`src/rtl/pcap_pkg.sv`:
```
// Shared types for the pcap record header generator: header layout and
// output sequencer states.
package pcap_pkg;

    localparam int          PCAP_HDR_WORDS = 4;
    localparam logic [31:0] PCAP_MAGIC_NS  = 32'hA1B23C4D;

    typedef struct packed {
        logic [31:0] sec;
        logic [31:0] nsec;
        logic [31:0] incl_len;
        logic [31:0] orig_len;
    } rec_hdr_t;

    typedef enum logic [2:0] {
        ST_IDLE,
        ST_W_SEC,
        ST_W_NSEC,
        ST_W_INCL,
        ST_W_ORIG
    } hdr_state_e;

endpackage

```
`src/rtl/sync_fifo.sv`:
```
// Synchronous FIFO with registered full/empty flags. When full, a push is
// still accepted if a pop happens in the same cycle.
module sync_fifo #(
    parameter int WIDTH = 128,
    parameter int DEPTH = 4
) (
    input  logic                     clk,
    input  logic                     reset,
    input  logic                     push,
    input  logic [WIDTH-1:0]         push_data,
    output logic                     push_ok,
    input  logic                     pop,
    output logic [WIDTH-1:0]         pop_data,
    output logic                     full,
    output logic                     empty,
    output logic [$clog2(DEPTH):0]   count
);

    localparam int              AW       = $clog2(DEPTH);
    localparam logic [AW:0]     FULL_CNT = (AW+1)'(DEPTH);

    logic [WIDTH-1:0] mem [DEPTH];
    logic [AW-1:0]    wr_ptr;
    logic [AW-1:0]    rd_ptr;
    logic             pop_ok;
    logic [AW:0]      count_nxt;

    assign pop_ok   = pop && !empty;
    assign push_ok  = push && (!full || pop_ok);
    assign pop_data = mem[rd_ptr];

    always_comb begin
        count_nxt = count;
        if (push_ok && !pop_ok)
            count_nxt = count + 1'b1;
        else if (!push_ok && pop_ok)
            count_nxt = count - 1'b1;
    end

    always_ff @(posedge clk) begin
        if (push_ok)
            mem[wr_ptr] <= push_data;
    end

    always_ff @(posedge clk) begin
        if (reset) begin
            wr_ptr <= '0;
            rd_ptr <= '0;
            count  <= '0;
            full   <= 1'b0;
            empty  <= 1'b1;
        end else begin
            if (push_ok) wr_ptr <= wr_ptr + 1'b1;
            if (pop_ok)  rd_ptr <= rd_ptr + 1'b1;
            count <= count_nxt;
            full  <= (count_nxt == FULL_CNT);
            empty <= (count_nxt == '0);
        end
    end

endmodule

```
`src/rtl/pcap_rec_hdr_gen.sv`:
```
// Builds one 16-byte nanosecond pcap record header per captured packet and
// streams it out as four 32-bit words: sec, nsec, incl_len, orig_len.
module pcap_rec_hdr_gen
    import pcap_pkg::*;
#(
    parameter int SNAPLEN = 1518,
    parameter int DEPTH   = 4,
    parameter int LEN_W   = 16
) (
    input  logic             clk,
    input  logic             reset,
    input  logic [31:0]      ts_seconds,
    input  logic [31:0]      ts_nanoseconds,
    input  logic             pkt_sop,
    input  logic             pkt_eop,
    input  logic [LEN_W-1:0] pkt_len,
    output logic [31:0]      hdr_data,
    output logic             hdr_valid,
    input  logic             hdr_ready,
    output logic             hdr_last,
    output logic             pkt_open,
    output logic             overflow,
    output logic [15:0]      drop_cnt
);

    localparam int          CW       = $clog2(DEPTH) + 1;
    localparam logic [CW-1:0] CNT_ONE = CW'(1);
    localparam logic [31:0] SNAP     = 32'(SNAPLEN);

    logic [31:0]   lat_sec;
    logic [31:0]   lat_nsec;
    logic [31:0]   len32;
    logic          push_req;
    logic          push_ok;
    logic          pop;
    rec_hdr_t      push_entry;
    rec_hdr_t      head;
    logic          fifo_full;
    logic          fifo_empty;
    logic [CW-1:0] fifo_count;
    hdr_state_e    state, state_nxt;

    // An eop closes either the open packet or a single-beat sop+eop packet.
    always_comb begin
        len32               = 32'(pkt_len);
        push_req            = pkt_eop && (pkt_open || pkt_sop);
        push_entry.sec      = pkt_open ? lat_sec  : ts_seconds;
        push_entry.nsec     = pkt_open ? lat_nsec : ts_nanoseconds;
        push_entry.incl_len = (len32 > SNAP) ? SNAP : len32;
        push_entry.orig_len = len32;
    end

    always_ff @(posedge clk) begin
        if (reset) begin
            pkt_open <= 1'b0;
            lat_sec  <= '0;
            lat_nsec <= '0;
            overflow <= 1'b0;
            drop_cnt <= '0;
        end else begin
            if (pkt_sop && !(pkt_eop && !pkt_open)) begin
                lat_sec  <= ts_seconds;
                lat_nsec <= ts_nanoseconds;
                pkt_open <= 1'b1;
            end else if (pkt_eop) begin
                pkt_open <= 1'b0;
            end
            if (push_req && !push_ok) begin
                overflow <= 1'b1;
                if (drop_cnt != 16'hFFFF)
                    drop_cnt <= drop_cnt + 1'b1;
            end
        end
    end

    sync_fifo #(
        .WIDTH ($bits(rec_hdr_t)),
        .DEPTH (DEPTH)
    ) u_fifo (
        .clk       (clk),
        .reset     (reset),
        .push      (push_req),
        .push_data (push_entry),
        .push_ok   (push_ok),
        .pop       (pop),
        .pop_data  (head),
        .full      (fifo_full),
        .empty     (fifo_empty),
        .count     (fifo_count)
    );

    always_ff @(posedge clk) begin
        if (reset)
            state <= ST_IDLE;
        else
            state <= state_nxt;
    end

    // IDLE looks at the incoming push so sec appears the cycle after eop.
    always_comb begin
        state_nxt = state;
        case (state)
            ST_IDLE:   if (!fifo_empty || push_ok) state_nxt = ST_W_SEC;
            ST_W_SEC:  if (hdr_ready) state_nxt = ST_W_NSEC;
            ST_W_NSEC: if (hdr_ready) state_nxt = ST_W_INCL;
            ST_W_INCL: if (hdr_ready) state_nxt = ST_W_ORIG;
            ST_W_ORIG: if (hdr_ready)
                           state_nxt = (fifo_count > CNT_ONE || push_ok) ? ST_W_SEC : ST_IDLE;
            default:   state_nxt = ST_IDLE;
        endcase
    end

    always_comb begin
        hdr_valid = (state != ST_IDLE);
        hdr_last  = (state == ST_W_ORIG);
        pop       = (state == ST_W_ORIG) && hdr_ready;
        case (state)
            ST_W_SEC:  hdr_data = head.sec;
            ST_W_NSEC: hdr_data = head.nsec;
            ST_W_INCL: hdr_data = head.incl_len;
            ST_W_ORIG: hdr_data = head.orig_len;
            default:   hdr_data = '0;
        endcase
    end

endmodule

```
`config.mk`:
```
export PLATFORM = sky130hd
export DESIGN_NAME = pcap_rec_hdr_gen
export DESIGN_NICKNAME = d
export VERILOG_FILES = /design/src/rtl/pcap_pkg.sv /design/src/rtl/sync_fifo.sv /design/src/rtl/pcap_rec_hdr_gen.sv
export SDC_FILE = /design/constraint.sdc
export NUM_CORES = 1
export LEC_CHECK = 0
export ABC_CLOCK_PERIOD_IN_PS = 2750
export BUFFER_PORTS_ARGS = -buffer_cell sky130_fd_sc_hd__buf_2
export CAP_MARGIN = 20
export CORE_ASPECT_RATIO = 0.8
export CORE_MARGIN = 10
export CORE_UTILIZATION = 30
export DETAILED_ROUTE_END_ITERATION = 16
export SETUP_SLACK_MARGIN = 0.15
export SLEW_MARGIN = 20
export SYNTH_ARGS = -nofsm -noshare
export SYNTH_HDL_FRONTEND = slang
export SYNTH_SLANG_ARGS = --single-unit
```
`constraint.sdc`:
```
create_clock -name clk -period 2.75 [get_ports clk]
set_clock_uncertainty 0.2 [all_clocks]
set_input_delay 0.1375 -clock clk [delete_from_list [all_inputs] [get_ports clk]]
set_output_delay 0.1375 -clock clk [all_outputs]
set_load 0.02 [all_outputs]
```
==> results by group, run 1 <==
Status
  • Status: finished, violations left
  • Failing checks: negative setup slack

Global routing
  • Vias in the first global route: 11700
  • First-pass GRT wire length: 74.2 mm
  • Remaining Overflow, GRT: 0
  • Largest net degree at the start of global routing: 69
  • Antenna violations before repair: 9
  • GRT Overall Usage: between 10% and 20%

Pwr
  • Internal: between 10000 and 15000 uW
  • LEAKAGE: around 0.0083 uW
  • Combinational Power Share: roughly 12%
  • Net Sw Power: 4150 uW
  • Clock share of power: 40.5%
  • Sequential Power Share: 48.0%
  • Switching Share: 24.2%
  • Power Dens Cells: around 700 nW/um^2
  • Tot Pwr: about 17000 uW
  • Peak VDD IR: 0.473 mV

Worst hold path
  • Hold depth: 2
  • Hold/Removal Path Class: in -> reg
  • Hold path startpoint: pkt_len[9]
  • Hold Path Sink: u_fifo.mem[2][9]$_DFFE_PP_

Yosys
  • Synth cell types: 54
  • EDFF count, synth: about 380
  • Async SR Flop Fraction: 0%
  • Largest family of logic cells by synthesized area: multiplexers
  • Synth Warn #: 0
  • Compound-gate portion of the synthesized area: 5.65%
  • Simple-gate portion of the synthesized area: between 5 and 6%
  • Syn_area_per_cell: around 17 um^2
  • Gate Count Post-Synth: around 1100
  • Synthesized area: between 15000 and 20000 um^2
  • Post-synthesis xor/xnor area fraction: less than 1%
  • Synth Area in Adders: 0.527%
  • Synth Flop Type: edfxtp_1
  • Mux share of post-synthesis cell area: 15.4%
  • #FFs+latches synth: 480
  • Post-synthesis sequential area ratio: roughly 71%

Die
  • DIE HEIGHT: 245 um
  • Starting density of the core: 30.3%
  • Die width: around 300 um
  • Ports: 137
  • Core footprint: roughly 63000 um^2
  • Row count: 82
  • DIE AREA: ~74000 um^2

Timing
  • Final setup viols: 16
  • Setup ws final: -0.0615 ns
  • Min Tclk post-route: between 2 and 3 ns
  • Final Cycle Share: 102%
  • WHS: 0.119 ns
  • Slew Limit Fails: 0
  • Slew @ Worst Pin: 0.688 ns
  • Fmax: 356 MHz
  • Setup TNS: -0.732 ns
  • Hold Vio Cnt, Final: 0
  • RSZ-0062 raised after global routing: yes
  • Max_slew headroom: 54.1%

Clocking
  • Root buf cell: clkbuf_16
  • Clk sinks: 480
  • CTS tree: built
  • Clk Latency, worst-skew pair: 0.60 ns
  • Cts bufs inserted: 50
  • Clk pin slew, worst setup/hold paths: approximately 0.06 ns
  • H-Tree Depth: 2
  • Clk buf depth: 3

Placement
  • Port Buffer Count: 136
  • Gpl congestion: about 0.76
  • Dpl hpwl: between 20 and 30 mm
  • DP Area: 21100 um^2

Layout
  • Total Nets Final: between 1500 and 2000
  • Design area: about 24000 um^2
  • Reg area: between 10000 and 15000 um^2
  • Layout fillers: roughly 5700
  • Layout cell share with drive strength beyond 1: between 30% and 40%
  • Layout Area Growth over Synthesis: 28.9%
  • Footprint of the multi-input gates: approximately 5400 um^2

Critical path
  • Worst-path maximum fanout: 8
  • Slowest stage cell, crit path: mux4_2
  • Startpoint Class: flip-flop
  • R2R setup slack: about 0.3 ns
  • Worst path bufs/invs: 3
  • CP most frequent cell: buf_4
  • WP data required: roughly 2.4 ns
  • Critical Path End Type: output port
  • Worst path max stage delay: approximately 0.49 ns
  • Critical-path cell list: buf_4, buf_16, mux4_2, a22o_1, a221o_1, buf_4
  • Worst Path Arrival: around 2.5 ns
  • Worst Reg-to-Reg Cells: 6
  • Worst R2R Start: pkt_open$_SDFFE_PP0P_
  • Top delay family on crit path: compound AO/OA/AOI/OAI gates
  • Critical path type: reg -> out
  • Reg2reg end: lat_nsec[25]$_SDFFE_PP0P_

Detailed routing
  • ANT nets after route: 0
  • Avg Vias per Cell: 4.78
  • Drt total wl: slightly below 50 mm
  • DR WL/cell: 21.3 um
  • First-pass detailed-route iteration total: 5
  • 1st-iter DRT viols: ~730
  • DRC: 0
  • Vias: between 10000 and 15000

Flow run
  • Max Cap Viol: 0
-- state kept, by name, indices dropped and copies added (netlist names), named ones only --
name / count
u_fifo.empty: 1
u_fifo.mem: 384
drop_cnt: 16
u_fifo.wr_ptr: 2
u_fifo.full: 1
u_fifo.rd_ptr: 2
lat_sec: 32
u_fifo.count: 3
lat_nsec: 32
overflow: 1
pkt_open: 1
state: 3
-- per-stage QoR --
stage	util (%)	instances	worst slack, ns
after global placement	33.6	2093	0.433
after CTS	39.0	2324	-0.109
after global routing	39.0	2326	-0.157
after detailed placement	33.6	2093	0.391
after floorplan	-	1152	-0.0520
final	39.1	2331	-0.0615
-- cell usage after synthesis, drive strengths merged (3+ instances only) --
cell,instances,area (um^2)
a211oi,3,22.5
a21oi,80,400
a221o,16,160
a22o,32,280
and2,4,25.0
and3,4,30.0
buf,13,65.1
clkbuf,53,199
dfxtp,96,1920
edfxtp,384,11500
ha,8,100
inv,8,30.0
mux2,65,732
mux2i,3,30.0
mux4,96,2160
nand2,143,537
nand2b,7,43.8
nand3,3,15.0
nand4,5,31.3
nor2,32,120
nor3,6,30.0
nor4,5,31.3
o21ai,14,81.3
o31ai,3,22.5
or2,4,27.5
or3,5,32.5
xnor2,11,96.3
-- metal layers --
layer / up-vias / share of wire [%] / GRT usage [%]
li1: 5075 / - / -
met5: - / 0.026 / 0
met3: 70 / 6.4 / 3.26
met2: 283 / 47 / 20.8
met4: 2 / 1.7 / 3.44
met1: 5711 / 45 / 18.1
-- worst max-delay path by stage --
| stage | from | endpoint | cells past startpoint |
|---|---|---|---|
| floorplan | state[0]$_SDFFE_PP0P_ | u_fifo.mem[0][0]$_DFFE_PP_ | 4 |
| global placement | state[0]$_SDFFE_PP0P_ | u_fifo.mem[0][34]$_DFFE_PP_ | 4 |
| detailed placement | state[0]$_SDFFE_PP0P_ | u_fifo.mem[0][66]$_DFFE_PP_ | 4 |
| CTS | flip-flop | hdr_data[5] | 7 |
| global route | flip-flop | hdr_data[12] | 6 |
| finish | flip-flop | hdr_data[1] | 6 |
-- placed cells by master, fill, tap and decap left out, types with 10 or more instances in the layout --
master           n
clkbuf_1        12
buf_4           15
dlygate4sd3_1  115
buf_16          11
mux2_2          65
buf_12          23
o21ai_0         11
edfxtp_1       384
dfxtp_1         93
conb_1          20
xnor2_1         11
clkinv_2        10
nand2_1        143
a21oi_1         80
a22o_1          31
nor2_1          32
buf_2          124
a221o_1         16
buf_6           13
clkbuf_16       50
mux4_2          96
-- power by group through the flow --
stage                     registers [uW]  clock network (uW)  logic, uW
after CTS                           8220                7140       1990
after detailed placement            8370                   0       1780
after floorplan                     8350                   0       1050
after global placement              8360                   0       1770
after global routing                8240                7440       2120
final                               8220                6950       1970
-- cells by family (layout without fill, tap and decap cells) --
kind of cell             after synthesis  count (layout)
adder cells (fa/ha/maj)                8               8
other                                  1              27
buffers and inverters                 75             407
AO/OA/AOI/OAI                        161             161
XOR/XNOR                              13              13
flip-flops                           480             480
AND/OR/NAND/NOR                      231             231
multiplexers                         164             164
-- repair_timing --
action | CTS | global route
hold endpoints to repair | 449 | 0
gates resized for setup | 33 | 8
cloned | 9 | 0
setup buffers | 13 | 0
setup endpoints to repair | 32 | 32
hold buffers | 115 | 0
pin swaps | 8 | 3
-- final cells by class --
class	instances	share of cell area [%]
clock inverter	29	1.43
antenna	7	0.0715
inverter	9	0.138
timing repair buffer	304	11.7
sequential	480	55.0
clock buffer	65	5.46
multi-input combinational	597	21.9
tap	840	4.29
(Power assumes the default switching activity.)
==> run 2, diff against run 1 <==
--- a/config.mk
+++ b/config.mk
@@ -5,7 +5,7 @@
 export SDC_FILE = /design/constraint.sdc
 export NUM_CORES = 1
 export LEC_CHECK = 0
-export ABC_CLOCK_PERIOD_IN_PS = 2750
+export ABC_CLOCK_PERIOD_IN_PS = 2420
 export BUFFER_PORTS_ARGS = -buffer_cell sky130_fd_sc_hd__buf_2
 export CAP_MARGIN = 20
 export CORE_ASPECT_RATIO = 0.8
==> constraint.sdc (replaced) <==
create_clock -name clk -period 2.42 [get_ports clk]
set_clock_uncertainty 0.2 [all_clocks]
set_input_delay 0.121 -clock clk [delete_from_list [all_inputs] [get_ports clk]]
set_output_delay 0.121 -clock clk [all_outputs]
set_load 0.02 [all_outputs]
==> run 2 against run 1 <==
  * The flow still finishes with violations (negative setup slack)
  * Sequential share of layout area barely moved
  * Die area did not move
  * Clock power rose by 12%
  * Combinational power rose by 19%
  * Wire length fell by 2.3%
  * Via count barely moved
  * Design area barely moved
  * Worst hold slack got worse by 0.037 ns
  * Total power rose by 14%
  * Global-route usage fell by 0.32 points
  * Largest cell class unchanged
  * Highest routed layer unchanged
  * Largest power group unchanged
  * Sequential power rose by 14%
==> results by group, run 2 (synthesized netlist as in run 1, its figures left out) <==
Status
  • Status: finished, violations left
  • Failing checks: negative setup slack

Timing
  • RSZ-0062 raised after global routing: yes
  • Fmax: roughly 360 MHz
  • Final setup viols: 32 (+16)
  • Min Tclk post-route: between 2 and 3 ns
  • Slew Limit Fails: 0 (unchanged)
  • Hold Vio Cnt, Final: 0 (unchanged)
  • Final Cycle Share: 116%
  • Setup ws final: -0.396 ns (-0.335 ns)

Clocking
  • Clk sinks: 480 (unchanged)
  • Clk pin slew, worst setup/hold paths: 0.07 ns (about the same)
  • Root buf cell: clkbuf_16
  • H-Tree Depth: 2 (unchanged)
  • Clk Latency, worst-skew pair: 0.60 ns (about the same)
  • Clk buf depth: 3 (unchanged)
  • Cts bufs inserted: 49 (-2.0%)
  • CTS tree: built

Global routing
  • First-pass GRT wire length: 72.6 mm (-2.1%)
  • Largest net degree at the start of global routing: 66 (-4.3%)
  • Vias in the first global route: 11500 (-1.5%)
  • GRT Overall Usage: 12.9% (-0.32 points)
  • GR Layer Usage met1: 17.9% (-0.20 points)
  • Remaining Overflow, GRT: 0 (unchanged)
  • GR Layer Usage met3: 2.89% (-0.37 points)
  • Met2 Use GR: 20.3% (-0.49 points)
  • Global-route layer with the greatest usage: met2
  • Antenna violations before repair: 5 (-4)

Detailed routing
  • 1st-iter DRT viols: 773 (+5.7%)
  • DR WL/cell: 20.9 um (-2.1%)
  • Vias: 11100 (+0.036%)
  • First-pass detailed-route iteration total: 5 (unchanged)
  • ANT nets after route: 0 (unchanged)
  • Drt total wl: 48.5 mm (-2.3%)
  • DRC: 0 (unchanged)
  • Avg Vias per Cell: 4.79 (+0.29%)

Critical path
  • Critical path type: reg -> out
  • Worst path bufs/invs: 3 (unchanged)
  • Critical Path End Type: output port
  • Top delay family on crit path: compound AO/OA/AOI/OAI gates
  • Slowest stage cell, crit path: mux4_2
  • WP data required: 2.10 ns (-0.31 ns)
  • Startpoint Class: flip-flop
  • Worst-path maximum fanout: 14 (+6)
  • Worst Path Arrival: 2.50 ns (+0.03 ns)
  • Worst path max stage delay: 0.50 ns (about the same)
  • Critical-path cell list: buf_12, buf_16, mux4_2, a22o_1, a221o_1, buf_6

Layout
  • Largest register by flop count: u_fifo.mem
  • Total Nets Final: 1535 (unchanged)
  • Regs by FF count: u_fifo.mem x384, lat_nsec x32, lat_sec x32
  • Commonest non-fill, non-tap cells in the layout: 384 x edfxtp_1, 143 x nand2_1, 109 x buf_2
  • Number of flip-flops in the largest register: 384 (unchanged)
  • Layout Area Growth over Synthesis: 29.0% (about the same)
  • Leading cell type in the layout, fill and taps excluded: edfxtp_1
  • Design area: 24500 um^2 (about the same)
  • Layout fillers: 5659 (-0.30%)
  • Layout cell share with drive strength beyond 1: 32.5% (+2.3 points)
  • Final core utilization: 39.1% (about the same)
  • Final Non-Filler Cells: 2325 (-0.26%)

Flow run
  • Max Cap Viol: 0 (unchanged)

Placement
  • Dpl hpwl: 29.5 mm (+4.7%)
  • DP Area: 21300 um^2 (+1.2%)
  • Port Buffer Count: 136 (unchanged)
  • Gpl congestion: 0.775 (+1.5%)
  • Dpl cells: 2112 (+0.91%)

Die
  • DIE HEIGHT: 245 um (unchanged)
  • Starting density of the core: 30.3% (unchanged)
  • Die width: 301 um (unchanged)
  • Core footprint: 62700 um^2 (unchanged)
  • Row count: 82 (unchanged)
  • DIE AREA: 73800 um^2 (unchanged)
  • Ports: 137 (unchanged)

Pwr
  • Power Dens Cells: 796 nW/um^2 (+14%)
  • Peak VDD IR: 0.545 mV (+15%)
  • LEAKAGE: 0.00823 uW (-0.52%)

Worst hold path
  • Hold/Removal Path Class: in -> reg
==> run 2: layout make-up <==
cell class	instances	area, um^2	share of cell area (%)
antenna	3	7.51	0.0306
inverter	9	33.8	0.138
clock inverter	30	342	1.39
multi-input combinational	597	5360	21.9
sequential	480	13500	55.0
tap	840	1050	4.29
clock buffer	61	1350	5.53
timing repair buffer	305	2880	11.8
==> run 2: final timing paths <==
kind / startpoint / end / slack [ns] / depth (start not counted)
worst max-delay path: flip-flop / hdr_data[7] / -0.40 / 6
worst max register to register: state[1]$_SDFFE_PP0P_ / u_fifo.mem[1][51]$_DFFE_PP_ / 0.23 / 4
worst min register to register: lat_nsec[28]$_SDFFE_PP0P_ / lat_nsec[28]$_SDFFE_PP0P_ / 0.25 / 2
worst min-delay path: pkt_len[11] / u_fifo.mem[0][11]$_DFFE_PP_ / 0.08 / 2
==> run 2: repair_timing <==
item,4_1_cts,5_1_grt
pin swaps,4,19
endpoints found under the hold margin,459,0
buffers inserted,17,10
gates resized for setup,29,42
gates cloned,4,1
endpoints found under the setup margin,32,50
hold buffers,87,0
==> run 2: routing by layer <==
layer | vias up | part of all wire, %
met5 | - | 0.027
met4 | 2 | 1.5
met3 | 56 | 7.0
met2 | 350 | 47
met1 | 5686 | 45
li1 | 5051 | -
==> run 2: through the flow <==
stage | total power (uW) | setup TNS, ns | worst slack (ns) | hold slack (ns)
after floorplan | 10700 | 0 | 0.122 | 0.0199
after global placement | 11500 | 0 | 0.147 | 0.170
after detailed placement | 11600 | 0 | 0.143 | 0.161
after CTS | 19600 | -11.05 | -0.439 | 0.0501
after global routing | 20200 | -11.93 | -0.499 | 0.0893
final | 19500 | -9.10 | -0.396 | 0.0826
==> run 2: power breakdown <==
group	total, uW	internal, uW	switching (uW)
clock network	7800	4470	3340
logic	2340	1020	1320
registers	9350	9240	108
